**config.mk**
```make
export PLATFORM = sky130hd
export DESIGN_NAME = mem_arbiter
export DESIGN_NICKNAME = d
export VERILOG_FILES = /design/src/rtl/mem_arbiter.sv
export SDC_FILE = /design/constraint.sdc
export NUM_CORES = 1
export LEC_CHECK = 0
export ABC_AREA = 0
export CAP_MARGIN = 20
export CORE_MARGIN = 1.5
export CORE_UTILIZATION = 30
export CTS_CLUSTER_DIAMETER = 200
export CTS_CLUSTER_SIZE = 10
export DETAILED_ROUTE_END_ITERATION = 12
export PLACE_DENSITY_LB_ADDON = 0.1
export SLEW_MARGIN = 0
export SYNTH_ARGS = -nofsm -noshare
export SYNTH_HDL_FRONTEND = slang
export SYNTH_SLANG_ARGS = --single-unit
```
**constraint.sdc**
```tcl
create_clock -name clk -period 5 [get_ports clk]
set_clock_uncertainty 0.2 [all_clocks]
set_input_delay 0.75 -clock clk [delete_from_list [all_inputs] [get_ports clk]]
set_output_delay 0.75 -clock clk [all_outputs]
set_load 0.05 [all_outputs]
```
**src/rtl/mem_arbiter.sv**
```systemverilog
// Round-robin arbiter sharing one single-port word memory between the IFU and LSU.
// One request is in flight at a time: accept, drive the port, capture, then respond.
module mem_arbiter #(
    parameter int ADDR_WIDTH = 8,
    parameter int DATA_WIDTH = 32
) (
    input  logic                  clk,
    input  logic                  rst,

    input  logic                  ifu_req_valid,
    output logic                  ifu_req_ready,
    input  logic [ADDR_WIDTH-1:0] ifu_addr,
    output logic                  ifu_resp_valid,
    output logic [DATA_WIDTH-1:0] ifu_rdata,

    input  logic                  lsu_req_valid,
    output logic                  lsu_req_ready,
    input  logic [ADDR_WIDTH-1:0] lsu_addr,
    input  logic                  lsu_wen,
    input  logic [DATA_WIDTH-1:0] lsu_wdata,
    input  logic [3:0]            lsu_wmask,
    output logic                  lsu_resp_valid,
    output logic [DATA_WIDTH-1:0] lsu_rdata,

    output logic                  mem_en,
    output logic                  mem_wen,
    output logic [ADDR_WIDTH-3:0] mem_addr,
    output logic [DATA_WIDTH-1:0] mem_wdata,
    output logic [3:0]            mem_wmask,
    input  logic [DATA_WIDTH-1:0] mem_rdata
);

    typedef enum logic [1:0] {
        IDLE    = 2'd0,
        ACCESS  = 2'd1,
        CAPTURE = 2'd2,
        RESP    = 2'd3
    } state_t;

    typedef enum logic {
        OWN_IFU = 1'b0,
        OWN_LSU = 1'b1
    } owner_t;

    state_t state;
    state_t state_next;
    owner_t last_grant;
    owner_t owner;
    logic   wen_q;
    logic   grant_ifu;
    logic   grant_lsu;

    // Grant and next-state decode; ready is the grant itself, so it only rises in IDLE.
    always_comb begin
        state_next = state;
        grant_ifu  = 1'b0;
        grant_lsu  = 1'b0;
        case (state)
            IDLE: begin
                if (ifu_req_valid && lsu_req_valid) begin
                    if (last_grant == OWN_IFU) begin
                        grant_lsu = 1'b1;
                    end else begin
                        grant_ifu = 1'b1;
                    end
                end else if (ifu_req_valid) begin
                    grant_ifu = 1'b1;
                end else if (lsu_req_valid) begin
                    grant_lsu = 1'b1;
                end
                if (grant_ifu || grant_lsu) begin
                    state_next = ACCESS;
                end
            end
            ACCESS:  state_next = CAPTURE;
            CAPTURE: state_next = RESP;
            RESP:    state_next = IDLE;
            default: state_next = IDLE;
        endcase
    end

    assign ifu_req_ready = grant_ifu;
    assign lsu_req_ready = grant_lsu;

    always_ff @(posedge clk or posedge rst) begin
        if (rst) begin
            state <= IDLE;
        end else begin
            state <= state_next;
        end
    end

    // Accept latches the request straight into the memory-port registers, so the
    // port is live in the ACCESS cycle and later input changes cannot disturb it.
    always_ff @(posedge clk or posedge rst) begin
        if (rst) begin
            last_grant     <= OWN_IFU;
            owner          <= OWN_IFU;
            wen_q          <= 1'b0;
            mem_en         <= 1'b0;
            mem_wen        <= 1'b0;
            mem_addr       <= '0;
            mem_wdata      <= '0;
            mem_wmask      <= '0;
            ifu_resp_valid <= 1'b0;
            lsu_resp_valid <= 1'b0;
            ifu_rdata      <= '0;
            lsu_rdata      <= '0;
        end else begin
            mem_en         <= 1'b0;
            mem_wen        <= 1'b0;
            ifu_resp_valid <= 1'b0;
            lsu_resp_valid <= 1'b0;
            case (state)
                IDLE: begin
                    if (grant_ifu) begin
                        owner      <= OWN_IFU;
                        last_grant <= OWN_IFU;
                        wen_q      <= 1'b0;
                        mem_en     <= 1'b1;
                        mem_wen    <= 1'b0;
                        mem_addr   <= ifu_addr[ADDR_WIDTH-1:2];
                        mem_wdata  <= '0;
                        mem_wmask  <= '0;
                    end else if (grant_lsu) begin
                        owner      <= OWN_LSU;
                        last_grant <= OWN_LSU;
                        wen_q      <= lsu_wen;
                        mem_en     <= 1'b1;
                        mem_wen    <= lsu_wen;
                        mem_addr   <= lsu_addr[ADDR_WIDTH-1:2];
                        mem_wdata  <= lsu_wdata;
                        mem_wmask  <= lsu_wmask;
                    end
                end
                CAPTURE: begin
                    // Memory data is valid now, one cycle after the strobe.
                    if (owner == OWN_LSU) begin
                        lsu_rdata      <= wen_q ? '0 : mem_rdata;
                        lsu_resp_valid <= 1'b1;
                    end else begin
                        ifu_rdata      <= mem_rdata;
                        ifu_resp_valid <= 1'b1;
                    end
                end
                default: begin
                end
            endcase
        end
    end

endmodule

```
==> results.md, run 1 <==
- Final period utilization: 68.3%
- Mapped Cells: 353
- Endpoints failing setup: 0
- Routed vias/inst: 4.55
- Post_cts resized: 0
- NumNets Final: 642
- Delay-heaviest family, CP: buffers and inverters
- Clock transition at path regs: 0.05 ns
- RSZ-0062 raised after global routing: no
- Antenna fix cells: 0
- Register bit total from synthesis: 114
- Area leader, netlist: dfrtp_1
- CP max-delay cell: clkdlybuf4s50_1
- Die extent in x: 127 um
- Register area share after synthesis: 62.0%
- Post-Place Cell Area: 0.00665 mm^2
- Synth Cell Area: 0.00460 mm^2
- Synth top area cells: dfrtp_1 62%, mux2_4 9.5%, a22o_1 7.0%
- Cell variety after synth: 24
- Setup tns final: 0 ns
- Top cell type's share of synthesized area: 62.0%
- First-pass GRT wire length: 18.7 mm
- Routed WL per cell: 15.6 um
- I/O Pins: 201
- CTS tree: done
- Drt pass-1 iters: 4
- CTS buffer count: 17
- Ys Warns: 0
- Number of max-cap violations: 0
- CTS Sinks: 114
- PortBufs: 196
- Final WL: 11.8 mm
- Reg2reg start: state[0]
- Fin area: 0.00733 mm^2
- Largest net degree at the start of global routing: 78
- Syn avg cell area: 13.0 um^2
- Starting density of the core: 30.5%
- Num rows: 45
- Slew of the pin with the lowest slew margin: 0.981 ns
- Full die area: 0.0161 mm^2
- Layout cells sized above 1: 13.7%
- Core area: 0.0151 mm^2
- Largest stage delay, worst path: 0.88 ns
- Final routed DRC violation total: 0
- Clk root buf: clkbuf_16
- CP max FO: 5
- Final hold vios: 0
- Die Y: 127 um
- Setup bufs post-CTS: 0
- Worst Path Buf+Inv: 2
- Critical Path Source Type: input pin
- Status: finished clean
- DP HPWL: 7.97 mm
- Worst Path Class, Setup: input pin to primary output
- CP endpoint kind: primary output
- Tot GR Track Use: 15.1%
- DR vias: 3418
- Placer Congestion: 0.754
- Fmax: 293 MHz
- Syn-to-layout area delta: 59.5%
- Clock Tree Buf Depth: 2
- Post-DRT Antenna Nets: 0
- HP Class: flop to flop
- Top cell by count, worst path: clkdlybuf4s50_1
- Worst path required time: 4.05 ns
- Hold-fix buffers at CTS: 0
- Fillers: 1368
- Vias in the first global route: 3576
- CP cell instances: clkdlybuf4s50_1 > nand2_1 > a21oi_2 > clkdlybuf4s50_1
- Hold_sp: lsu_rdata[9]
- Crit path DAT: 2.47 ns
- Gr ovfl total: 0
- Initial antenna violation count: 0
- Slew Viols, Final: 0
- Syn_nets: 445
- Max H-tree Level: 4
- Final Critical Period: 3.42 ns
- Iter 0 DRT Violations: 87
- Clock latency on the worst-skew pair: 0.41 ns
- Relative slew margins: 34.6%
- Critical path origin: lsu_req_valid
-- per-layer routing --
layer	GRT usage, %	up-vias	part of all wire, %
met4	6.22	0	2.3
li1	-	1617	-
met5	0	-	0
met1	19.7	1649	45
met2	22.3	132	45
met3	6.33	20	7.5
-- cell families (layout without fill, tap and decap cells) --
family | count (synthesis) | after routing | share of synthesized area, %
DFF | 114 | 114 | 62.0
and+or+nand+nor | 88 | 88 | 9.52
AOI/OAI and AO/OA | 85 | 85 | 12.5
muxes | 33 | 33 | 10.4
buffers and inverters | 30 | 240 | 4.65
adders and majority gates | 3 | 3 | 0.816
-- cells in the final DEF (no fill, tap or decap), drive strengths merged, types with 2 or more instances in the layout --
cell type / synthesis / layout
a21oi: 2 / 2
a22o: 37 / 37
a31oi: 6 / 6
and2: 2 / 2
buf: 18 / 6
bufinv: 0 / 5
clkbuf: 6 / 21
clkdlybuf4s50: 0 / 196
clkinv: 0 / 6
dfrtp: 114 / 114
ha: 3 / 3
inv: 6 / 6
mux2: 33 / 33
nand2: 36 / 36
nand2b: 34 / 34
nand3: 6 / 6
nor2: 7 / 7
o21ai: 40 / 40
-- path summary, 6_finish.rpt --
check | endpoint | slack, ns | cells past startpoint
min in group asynchronous | mem_wdata[12] | 0.68 | 2
worst min-delay path | lsu_rdata[9] | 0.27 | 2
worst max register to register | ifu_rdata[30] | 3.01 | 5
worst max-delay path | lsu_req_ready | 1.58 | 4
worst min register to register | lsu_rdata[9] | 0.27 | 2
max in group asynchronous | lsu_rdata[7] | 2.99 | 3
-- metrics by stage --
step | util [%] | setup WS, ns | instances | hold slack, ns
after global routing | 48.6 | 1.47 | 751 | 0.293
after global placement | 44.1 | 1.57 | 718 | 0.263
after floorplan | - | 1.03 | 353 | 0.306
final | 48.6 | 1.58 | 751 | 0.274
after CTS | 48.5 | 1.57 | 750 | 0.282
after detailed placement | 44.1 | 1.57 | 718 | 0.271
-- tightest hold or removal path: stages (launching register included) --
cell     delay [ns]
dfrtp_1        0.34
nand2_1        0.04
o21ai_0        0.06
-- cells in the mapped netlist --
library cell and instances:
dfrtp_1 114, o21ai_0 39, a22o_1 37, nand2_1 36
nand2b_1 34, mux2_4 29, buf_2 9, nor2_1 7
a31oi_1 6, clkbuf_1 6, inv_1 6, nand3_1 6
buf_6 5, mux2_2 4, buf_12 3, ha_1 3
and2_1 2, a21oi_1 1, a21oi_2 1, and2b_2 1
buf_4 1, nor3_1 1, nor3b_1 1, o21ai_1 1
-- registers in the layout, indices dropped and copies added (netlist names) --
register        cells
ifu_rdata          32
ifu_resp_valid      1
lsu_rdata          32
lsu_resp_valid      1
mem_addr            6
mem_en              1
mem_wdata          32
mem_wen             1
mem_wmask           4
owner               1
state               2
wen_q               1
-- cell type report --
cell class / instances / area, um^2 / share of cell area [%]
sequential: 114 / 2850 / 38.9
clock inverter: 11 / 180 / 2.46
tap: 188 / 235 / 3.21
multi-input combinational: 209 / 1540 / 21.0
inverter: 6 / 25.0 / 0.341
clock buffer: 21 / 480 / 6.55
timing repair buffer: 202 / 2020 / 27.5
Power of run 1 is left out: the tool's default activity adds up to more than one toggle a clock period on the data nets, which glitch-free logic cannot reach.
==> run 2, diff against run 1 <==
==> constraint.sdc (replaced) <==
create_clock -name clk -period 2.9 [get_ports clk]
set_clock_uncertainty 0.2 [all_clocks]
set_input_delay 0.435 -clock clk [delete_from_list [all_inputs] [get_ports clk]]
set_output_delay 0.435 -clock clk [all_outputs]
set_load 0.05 [all_outputs]
==> run 2 against run 1 <==
Count of clock-buffer cells in the layout increased by 5. Worst hold slack got worse by 0.00063 ns. Via count decreased by 0.29%. Die area unchanged. Largest cell class unchanged. Critical path type is now flop to primary output. Cell count increased by 0.13%. First-iteration DRC count increased by 46%.
==> results.md, run 2 (synthesized netlist as in run 1, its figures left out) <==
- Status: finished clean
- Final Critical Period: 2.31 ns
- Drt pass-1 iters: 4 (unchanged)
- Routed vias/inst: 4.53 (-0.43%)
- Hold-fix buffers at CTS: 0 (unchanged)
- Relative slew margins: 36.8% (+2.2 points)
- Post-DRT Antenna Nets: 0 (unchanged)
- Pwr/cell area: 1490 mW/mm^2
- Gr ovfl total: 0 (unchanged)
- Clock latency on the worst-skew pair: 0.40 ns (about the same)
- Routed WL per cell: 15.4 um (-1.4%)
- Comb pwr share: 54.5%
- Final period utilization: 79.7%
- Reg2reg path depth: 5 (unchanged)
- Die extent in x: 127 um (unchanged)
- Clock transition at path regs: 0.05 ns (about the same)
- Crit path DAT: 1.68 ns (-0.79 ns)
- Clk network pwr share: 19.6%
- Post_cts resized: 0 (unchanged)
- Clk root buf: clkbuf_16
- Die Y: 127 um (unchanged)
- Sequential share of power: 25.8%
- DP HPWL: 7.96 mm (-0.14%)
- Pre-CTS setup slack: 0.688 ns (-0.878 ns)
- Placer Congestion: 0.696 (-7.8%)
- Hold Path Stages: 2 (unchanged)
- Setup bufs post-CTS: 0 (unchanged)
- Slew of the pin with the lowest slew margin: 0.947 ns (-0.0332 ns)
- First-pass GRT wire length: 18.9 mm (+1.1%)
- CP endpoint kind: primary output
- Vias in the first global route: 3555 (-0.59%)
- Final routed DRC violation total: 0 (unchanged)
- Clock Tree Buf Depth: 2 (unchanged)
- Reg2reg start: state[0]
- Max H-tree Level: 4 (unchanged)
- NumNets Final: 645 (+0.47%)
- Fmax: 433 MHz
- P_sw: 4850 uW
- Initial antenna violation count: 0 (unchanged)
- Most frequent cells in the layout: 194 x clkdlybuf4s50_1, 114 x dfrtp_1, 39 x o21ai_0, 37 x a22o_1, 35 x nand2_1
- Worst path required time: 2.27 ns (-1.78 ns)
- CTS buffer count: 17 (unchanged)
- Endpoints failing setup: 0 (unchanged)
- DR vias: 3408 (-0.29%)
- Final WL: 11.6 mm (-1.3%)
- Core area: 0.0151 mm^2 (unchanged)
- Iter 0 DRT Violations: 127 (+46%)
- Antenna fix cells: 0 (unchanged)
- CTS tree: done
- Layout cells sized above 1: 13.7% (-0.024 points)
- Number of max-cap violations: 0 (unchanged)
- HP Class: flop to flop
- Tot GR Track Use: 15.2% (+0.089 points)
- Switching Share: 44.3%
- Slew Viols, Final: 0 (unchanged)
- Hold_sp: lsu_rdata[19]
- Largest net degree at the start of global routing: 49 (-37%)
- Starting density of the core: 30.5% (unchanged)
- Setup tns final: 0 ns (unchanged)
- RSZ-0062 raised after global routing: no
- Int Power: 6090 uW
- CTS Sinks: 114 (unchanged)
- IR drop worst, VDD: 725 uV
- Num rows: 45 (unchanged)
- Leak: 0.00329 uW
- Full die area: 0.0161 mm^2 (unchanged)
- PortBufs: 196 (unchanged)
- Critical Path Source Type: flop
- I/O Pins: 201 (unchanged)
- Critical path origin: state[0]
- CP max FO: 8 (+3)
- Commonest non-fill, non-tap cell in the layout: clkdlybuf4s50_1
- Final worst slack: 0.589 ns (-0.995 ns)
- Syn-to-layout area delta: 60.0%
- Top Registers: ifu_rdata x32, lsu_rdata x32, mem_wdata x32
- Final hold vios: 0 (unchanged)
- Worst Path Class, Setup: flop to primary output
[run 2: changes by cell type in the layout (fill, tap and decap cells not counted), sizes merged]
cell / before / now
clkinvlp: 0 / 1
clkbuf: 21 / 26
inv: 6 / 5
clkdlybuf4s50: 196 / 194
bufinv: 5 / 3
clkinv: 6 / 1
buf: 6 / 11
[run 2: metrics by stage]
| stage | power, uW | area, um^2 | util (%) | hold WS [ns] | std cells |
|---|---|---|---|---|---|
| finish | 10900 | 7360 | 48.7 | 0.274 | 752 |
| global route | 11500 | 7360 | 48.7 | 0.297 | 752 |
| CTS | 11100 | 7360 | 48.7 | 0.280 | 752 |
| detailed placement | 8860 | 6740 | 44.7 | 0.270 | 722 |
| global placement | 8820 | 6740 | 44.7 | 0.263 | 722 |
| floorplan | 6940 | 4600 | - | 0.306 | 353 |
[run 2: layer usage]
layer	global-route usage [%]	routed length [um]	up-vias
met3	5.99	818	8
met2	22.6	5370	134
met5	0	0	-
li1	-	-	1627
met1	20.1	5300	1639
met4	5.61	106	0
[run 2: power by group through the flow]
| stage | combinational, uW | clock (uW) | sequential, uW |
|---|---|---|---|
| 2_1_floorplan | 1630 | 0 | 5310 |
| 3_3_place_gp | 5980 | 0 | 2840 |
| 3_5_place_dp | 6020 | 0 | 2840 |
| 4_1_cts | 6030 | 2220 | 2840 |
| 5_1_grt | 6290 | 2290 | 2940 |
| 6_report | 5970 | 2150 | 2830 |
[run 2: final cells by class]
| class | instances | area [um^2] |
|---|---|---|
| fill | 1374 | 7730 |
| sequential | 114 | 2850 |
| timing repair buffer | 205 | 2090 |
| multi-input combinational | 209 | 1540 |
| clock buffer | 26 | 519 |
| tap | 188 | 235 |
| clock inverter | 4 | 95.1 |
| inverter | 6 | 26.3 |
[run 2: worst paths after layout]
| check | endpoint | slack (ns) |
|---|---|---|
| hold / removal | lsu_rdata[19] | 0.27 |
| max in group asynchronous | mem_wdata[9] | 1.51 |
| setup reg to reg | ifu_rdata[28] | 1.04 |
| hold reg to reg | lsu_rdata[19] | 0.27 |
| setup / recovery | ifu_req_ready | 0.59 |
| min in group asynchronous | lsu_rdata[2] | 0.30 |
[run 2: worst max-delay path: stages, from the launching register on]
cell	delay, ns
dfrtp_1	0.35
inv_1	0.12
ha_1	0.26
nand2_1	0.19
nor2_1	0.15
buf_4	0.20
No activity file was read; power rests on OpenSTA's default activity.
==> run 3, diff against run 2 <==
==> constraint.sdc (replaced) <==
create_clock -name clk -period 1.9 [get_ports clk]
set_clock_uncertainty 0.2 [all_clocks]
set_input_delay 0.285 -clock clk [delete_from_list [all_inputs] [get_ports clk]]
set_output_delay 0.285 -clock clk [all_outputs]
set_load 0.05 [all_outputs]
==> run 3 against run 2 <==
The flow now finishes with violations (setup timing). Worst hold slack lost 0.20 ns. Wire length rose by 3.0%. Core utilization is 0.65 points lower. Sequential cell count is the same. Highest routed layer unchanged.
==> results.md, run 3 (synthesized netlist as in run 1, its figures left out) <==
- Status: finished, violations left
- Violated checks: setup timing
- Relative slew margins: 65.2% (+28 points)
- CTS tree: done
- Die Y: 127 um (unchanged)
- Num rows: 45 (unchanged)
- Full die area: 0.0161 mm^2 (unchanged)
- Placed Cells: 733 (+1.5%)
- Antenna fix cells: 0 (unchanged)
- Final Critical Period: 1.96 ns
- Routed vias/inst: 4.56 (+0.73%)
- Pre-CTS setup slack: 0.0457 ns (-0.642 ns)
- Fillers: 1394 (+1.5%)
- Core area: 0.0151 mm^2 (unchanged)
- I/O Pins: 201 (unchanged)
- Final hold vios: 0 (unchanged)
- Critical Path Source Type: flop
- Clk root buf: clkbuf_16
- Placer Congestion: 0.711 (+2.2%)
- Final WL: 12.0 mm (+3.0%)
- Vias in the first global route: 3665 (+3.1%)
- Iter 0 DRT Violations: 145 (+14%)
- First-pass GRT wire length: 19.2 mm (+1.3%)
- DR vias: 3515 (+3.1%)
- CP max FO: 5 (-3)
- Post-Place Cell Area: 0.00661 mm^2 (-1.9%)
- Worst path required time: 1.41 ns (-0.86 ns)
- Largest net degree at the start of global routing: 66 (+35%)
- Tot GR Track Use: 15.4% (+0.17 points)
- Routed WL per cell: 15.5 um (+0.63%)
- Gr ovfl total: 0 (unchanged)
- Die extent in x: 127 um (unchanged)
- Syn-to-layout area delta: 57.9%
- Number of max-cap violations: 0 (unchanged)
- Fin cells: 770 (+2.4%)
- Clock latency on the worst-skew pair: 0.40 ns (about the same)
- Max H-tree Level: 4 (unchanged)
- Starting density of the core: 30.5% (unchanged)
- Fmax: 511 MHz
- Initial antenna violation count: 0 (unchanged)
- Final worst slack: -0.0555 ns (-0.645 ns)
- Setup tns final: -0.0555 ns (-0.0555 ns)
- CP endpoint kind: primary output
- Post-DRT Antenna Nets: 0 (unchanged)
- CTS Sinks: 114 (unchanged)
- Clock Tree Buf Depth: 2 (unchanged)
- Final routed DRC violation total: 0 (unchanged)
- Endpoints failing setup: 1 (+1)
- Most frequent cells in the layout: 129 x buf_4, 113 x dfrtp_1, 84 x clkdlybuf4s50_1, 39 x o21ai_0, 37 x a22o_1
- RSZ-0062 raised after global routing: yes
- Drt pass-1 iters: 4 (unchanged)
- DP HPWL: 8.31 mm (+4.4%)
- Worst Path Class, Setup: flop to primary output
- Hold-fix buffers at CTS: 0 (unchanged)
- CTS buffer count: 17 (unchanged)
- Top Registers: ifu_rdata x32, lsu_rdata x32, mem_wdata x32
- Crit path DAT: 1.47 ns (-0.21 ns)
- Final period utilization: 103%
- Clock transition at path regs: 0.05 ns (about the same)
- NumNets Final: 664 (+2.9%)
- Commonest non-fill, non-tap cell in the layout: buf_4
- HP Class: input pin to asynchronous set/reset pin
- Fin area: 0.00726 mm^2 (-1.3%)
- Slew of the pin with the lowest slew margin: 0.521 ns (-0.426 ns)
- Layout cells sized above 1: 36.4% (+23 points)
- PortBufs: 196 (unchanged)
- Slew Viols, Final: 0 (unchanged)
[run 3: final timing paths]
check	start	end	slack, ns	cells after the start
setup / recovery	state[1]	lsu_req_ready	-0.06	6
hold / removal	rst	lsu_rdata[4]	0.08	2
setup reg to reg	state[1]	ifu_rdata[30]	0.05	6
hold reg to reg	lsu_rdata[30]	lsu_rdata[30]	0.28	2
max in group asynchronous	rst	owner	0.92	3
min in group clk	ifu_addr[3]	mem_addr[1]	0.25	3
[run 3: per-layer routing]
| layer | global-route usage [%] | share of wire, % |
|---|---|---|
| met2 | 23.6 | 47 |
| met1 | 19.6 | 45 |
| met3 | 5.48 | 6.5 |
| met5 | 0 | 0 |
| met4 | 7.09 | 2.2 |
[run 3: final cells by class]
cell class	instances	area [um^2]	area share, %
clock buffers	24	502	6.91
clock inverters	5	52.6	0.724
inverters	6	26.3	0.362
multi-input cells	209	1570	21.6
flip-flops and latches	114	2850	39.3
well taps	188	235	3.24
repair buffers	224	2020	27.8
[run 3: stage by stage]
stage | hold WS, ns | utilization, %
3_3_place_gp | 0.267 | 43.8
2_1_floorplan | 0.214 | -
4_1_cts | 0.0785 | 47.9
3_5_place_dp | 0.273 | 43.8
6_report | 0.0752 | 48.1
5_1_grt | 0.106 | 48.1
[run 3: worst max-delay path, cell delays in order (launching register included)]
cell and delay, ns:
dfrtp_1 0.39, inv_2 0.08, ha_4 0.15, nand2_2 0.07, a21oi_2 0.12, buf_6 0.13, buf_12 0.13
[run 3: timing repair]
item	in CTS	in global routing
resized for setup	7	2
cloned	0	0
endpoints found under the hold margin	0	0
buffers inserted	5	3
endpoints found under the setup margin	2	2
pin swaps	2	1
Power of run 3 is left out for the same reason.
